[src/rtl/jk_bank.sv]
// -----------------------------------------------------------------------------
// jk_bank
//
// Purpose:
//   A bank of WIDTH JK flip-flops that can also behave as a single up/down
//   counter or a parallel load register. The operation is chosen by mode:
//     00 JK   - each bit follows its own (J,K) pair: hold/clear/set/toggle
//     01 UP   - Q increments, wrapping or saturating at all-ones
//     10 DOWN - Q decrements, wrapping or saturating at zero
//     11 LOAD - Q takes the value on J
//   Three registered status flags report what the last edge did.
//
// Parameters:
//   WIDTH   - number of JK cells (>= 2)
//   RST_VAL - value Q takes on reset
//   SAT     - 1 = counts stop at their limit, 0 = counts wrap around
//
// Ports:
//   clk   in   clock, all state changes on the rising edge
//   n_rst in   synchronous active-low reset
//   en    in   operation enable; 0 holds Q and clears the flags
//   mode  in   operation select (see above)
//   J     in   per-bit J inputs in JK mode, load data in LOAD mode
//   K     in   per-bit K inputs in JK mode, ignored otherwise
//   Q     out  registered bank state
//   wrap  out  one-cycle flag: a count crossed its boundary
//   sat   out  one-cycle flag: a count was held at its limit
//   chg   out  Q changed on the last edge
// -----------------------------------------------------------------------------
module jk_bank #(
    parameter int               WIDTH   = 8,
    parameter logic [WIDTH-1:0] RST_VAL = '0,
    parameter bit               SAT     = 1'b0
) (
    input  logic             clk,
    input  logic             n_rst,
    input  logic             en,
    input  logic [1:0]       mode,
    input  logic [WIDTH-1:0] J,
    input  logic [WIDTH-1:0] K,
    output logic [WIDTH-1:0] Q,
    output logic             wrap,
    output logic             sat,
    output logic             chg
);

    typedef enum logic [1:0] {
        MODE_JK   = 2'b00,
        MODE_UP   = 2'b01,
        MODE_DOWN = 2'b10,
        MODE_LOAD = 2'b11
    } mode_e;

    localparam logic [WIDTH-1:0] ALL_ONES = {WIDTH{1'b1}};
    localparam logic [WIDTH-1:0] ZERO     = {WIDTH{1'b0}};
    localparam logic [WIDTH-1:0] ONE      = {{(WIDTH-1){1'b0}}, 1'b1};

    logic [WIDTH-1:0] q_q,    q_d;
    logic             wrap_q, wrap_d;
    logic             sat_q,  sat_d;
    logic             chg_q,  chg_d;
    mode_e            op;

    assign op = mode_e'(mode);

    // Next-state logic. Flags default to 0 so that every operation which is
    // not a count hitting its limit (including en=0) clears them.
    always_comb begin
        q_d    = q_q;
        wrap_d = 1'b0;
        sat_d  = 1'b0;
        if (en) begin
            case (op)
                // Characteristic JK equation: set where J=1 and Q=0, keep
                // where K=0 and Q=1; J=K=1 therefore toggles.
                MODE_JK: q_d = (J & ~q_q) | (~K & q_q);
                MODE_UP: begin
                    if (q_q == ALL_ONES) begin
                        if (SAT) begin
                            sat_d = 1'b1;
                        end else begin
                            q_d    = ZERO;
                            wrap_d = 1'b1;
                        end
                    end else begin
                        q_d = q_q + ONE;
                    end
                end
                MODE_DOWN: begin
                    if (q_q == ZERO) begin
                        if (SAT) begin
                            sat_d = 1'b1;
                        end else begin
                            q_d    = ALL_ONES;
                            wrap_d = 1'b1;
                        end
                    end else begin
                        q_d = q_q - ONE;
                    end
                end
                MODE_LOAD: q_d = J;
                default:   q_d = q_q;
            endcase
        end
        // A saturated count holds Q, so sat and chg can never coincide.
        chg_d = (q_d != q_q);
    end

    // State register; reset is sampled only on the clock edge and wins
    // over every operation.
    always_ff @(posedge clk) begin
        if (!n_rst) begin
            q_q    <= RST_VAL;
            wrap_q <= 1'b0;
            sat_q  <= 1'b0;
            chg_q  <= 1'b0;
        end else begin
            q_q    <= q_d;
            wrap_q <= wrap_d;
            sat_q  <= sat_d;
            chg_q  <= chg_d;
        end
    end

    assign Q    = q_q;
    assign wrap = wrap_q;
    assign sat  = sat_q;
    assign chg  = chg_q;

endmodule

[config.mk]
export PLATFORM = sky130hd
export DESIGN_NAME = jk_bank
export DESIGN_NICKNAME = d
export VERILOG_FILES = /design/src/rtl/jk_bank.sv
export SDC_FILE = /design/constraint.sdc
export NUM_CORES = 1
export LEC_CHECK = 0
export CORE_MARGIN = 8
export CORE_UTILIZATION = 50
export DETAILED_ROUTE_END_ITERATION = 12
export GPL_ROUTABILITY_DRIVEN = 0
export PLACE_DENSITY = 0.79
export SLEW_MARGIN = 20
export SYNTH_ARGS = -nofsm -noshare
export SYNTH_HDL_FRONTEND = slang
export SYNTH_SLANG_ARGS = --single-unit
[constraint.sdc]
create_clock -name clk -period 3.5 [get_ports clk]
set_input_delay 0.7 -clock clk [delete_from_list [all_inputs] [get_ports clk]]
set_output_delay 0.7 -clock clk [all_outputs]
set_load 0.02 [all_outputs]
==> run metrics <==
outcome=complete, no violations; post-synthesis register bit count=10; Clk pwr share=19.5%; DR vias/cell=6.546; clock buffer depth=2; Reg area=200.2 um2; syn nets=212; Seq/Total Area, Yosys=15.33%; post-synthesis average cell area=7.061 um2; DRC violation total after the first TritonRoute iteration=166; Final Non-Filler Cells=238; Core Region=2477 um2; wire length per cell=17.87 um; Cell Chain, Critical Path=clkdlybuf4s50_1, inv_1, ha_1, inv_1, o22ai_1, or4_1, o41a_1, o41a_1; number of flops mapped to enable cells by yosys=0; kind of critical path=in -> reg; slew margin rel.=59.82%; critical path required time=3.68 ns; Async SR Flop Fraction=0%; top_reg_cell synth=dfxtp_1; VDD IR-drop max=280.2 uV; static leakage=0.6484 nW; max incr delay on CP=0.55 ns; total power=448.8 uW; Critical-path top delay cell=or4_1; multi-input logic area=983.4 um2; total wire length=4.252 mm; Worst Path Max Fanout=8; num ports=32; Comb pwr share=47.2%; Tightest Pin Transition=0.5876 ns; layout cells sized above 1=7.212%; Port Buf Inserts=30; row cnt=18; hpwl dp=3.250 mm; die height=67.11 um; post-CTS setup buffer count=0; antenna violations before repair=0; Num CTS Buffers=3; unrepaired setup endpoints after global routing=no; fmax=0.3196 GHz; die area=4504 um2; largest net degree at the start of global routing=18; Root Buffer=clkbuf_4; # Max-Cap Violations=0; final setup TNS=0 ns; CTS tree=done; initial core utilization=52.73%; Final Critical Period=3.129 ns; fillers=255; Total GRT Usage=19.82%; H-Tree Level Count=1; first-pass iteration count of the detailed router=5; Mapped Area=1306 um2; pwr/cell area=274.7 nW/um2; Worst EP arrival=3.30 ns; worst min-delay path class=reg -> reg; via count=1558; Final Hold Vio Count=0; Clock Skew=0.003504 ns; Period Utilization, post-route=89.39%; clock latency at the later pin of the worst-skew pair=0.29 ns; Seq pwr share=33.3%; cts repair resizes=0; antenna-violating nets left=0; first-pass GRT wire length=7.010 mm; commonest non-fill, non-tap cells in the layout=clkdlybuf4s50_1, nand2_1, o21ai_0, a21oi_1, inv_1; Ys Warns=0; DRC=0; commonest non-fill, non-tap cell in the layout=clkdlybuf4s50_1; grt ovf=0; Distinct cells, synth=55; DP Cell Count=235; Clock Sinks=10; CTS Hold Bufs=0; ANT cells=0; internal power=265.4 uW; Setup Viol. Count Final=0; nets@finish=237; CP Launch Type=input port; Sw Share=40.88%; vias in the first global route=1482; sw power=183.5 uW; Min Hold Slack=0.6236 ns; Worst Setup End Kind=flip-flop; Syn-to-layout area delta=25.10%; Slew Viols, Final=0; Clock Pin Slew Worst Setup and Hold Paths=0.07 ns; die extent in x=67.11 um; Post-Synthesis Cells=185; Core Util, Final=65.96%
worst max-delay path, delay by kind of cell:
| family | cells | cell delay [ns] |
|---|---|---|
| AOI/OAI and AO/OA | 3 | 0.86 |
| buffers and inverters | 3 | 0.86 |
| and+or+nand+nor | 1 | 0.55 |
| adders and majority gates | 1 | 0.33 |
synth_stat cells (all sizes together), types with 2 or more instances:
cell type / n / share of area [%]
ha: 6 / 5.7
o21a: 3 / 1.7
a21oi: 13 / 5.0
or4: 2 / 1.1
and2: 4 / 1.9
and3: 2 / 0.96
a221oi: 3 / 2.0
nand4: 6 / 2.9
o21ai: 17 / 6.5
nor3b: 2 / 1.1
and4: 3 / 2.0
or2: 2 / 0.96
nor2: 5 / 1.4
o211a: 2 / 1.5
buf: 5 / 2.8
o311ai: 2 / 1.3
nor3: 4 / 1.5
clkbuf: 11 / 3.2
nand2: 18 / 5.2
inv: 12 / 3.4
a21boi: 2 / 1.1
xor2: 4 / 2.7
a211o: 2 / 1.3
a21o: 3 / 1.7
a211oi: 2 / 1.1
nor4: 3 / 2.6
a32o: 2 / 1.5
nand3: 10 / 3.8
nand2b: 4 / 1.9
o41a: 2 / 1.7
dfxtp: 10 / 15
worst paths after layout:
path | start | slack (ns) | cells after the start | end
max | mode[0] | 0.37 | 8 | chg$_SDFF_PN0_
min reg2reg | Q[1]$_SDFF_PN0_ | 0.62 | 2 | Q[1]$_SDFF_PN0_
min | Q[1]$_SDFF_PN0_ | 0.62 | 2 | Q[1]$_SDFF_PN0_
max reg2reg | Q[0]$_SDFF_PN0_ | 0.59 | 8 | chg$_SDFF_PN0_
per-stage QoR:
stage	cell area [um2]	setup WS [ns]
after global routing	1634	0.2591
after global placement	1612	0.1708
after CTS	1634	0.4157
final	1634	0.3714
after detailed placement	1612	0.1312
after floorplan	1306	0.7076
cell families (layout without fill, tap and decap cells):
family | after synthesis | count (layout) | synth area share, %
AO/OA/AOI/OAI | 65 | 65 | 34.77
AND/OR/NAND/NOR | 70 | 70 | 31.03
buffers and inverters | 28 | 51 | 9.386
XOR/XNOR | 4 | 4 | 2.682
other | 1 | 1 | 0.2871
adder cells (fa/ha/maj) | 6 | 6 | 5.747
flip-flops | 10 | 10 | 15.33
multiplexers | 1 | 1 | 0.7663
routing by layer:
metal / GRT usage (%) / part of all wire, %
met5: 0 / 0
met4: 10.44 / 3.3
met3: 5.034 / 7.7
met2: 31.66 / 46
met1: 23.86 / 43
power by group through the flow:
stage	Clock [mW]	Combinational, mW	Sequential (mW)
2_1_floorplan	0	0.137	0.147
6_report	0.0874	0.212	0.149
3_5_place_dp	0	0.208	0.152
5_1_grt	0.0923	0.230	0.153
3_3_place_gp	0	0.205	0.151
4_1_cts	0.0866	0.209	0.149
registers in the layout, indices dropped and copies added (netlist names):
signal	cells
Q	8
chg	1
wrap	1
area by class of cell:
class	count	area share (%)
multi-input cells	147	60.18
repair buffers	36	21.13
flip-flops and latches	10	12.25
inverters	12	2.757
well taps	30	2.297
clock buffers	3	1.378
No activity file was read; power rests on OpenSTA's default activity.
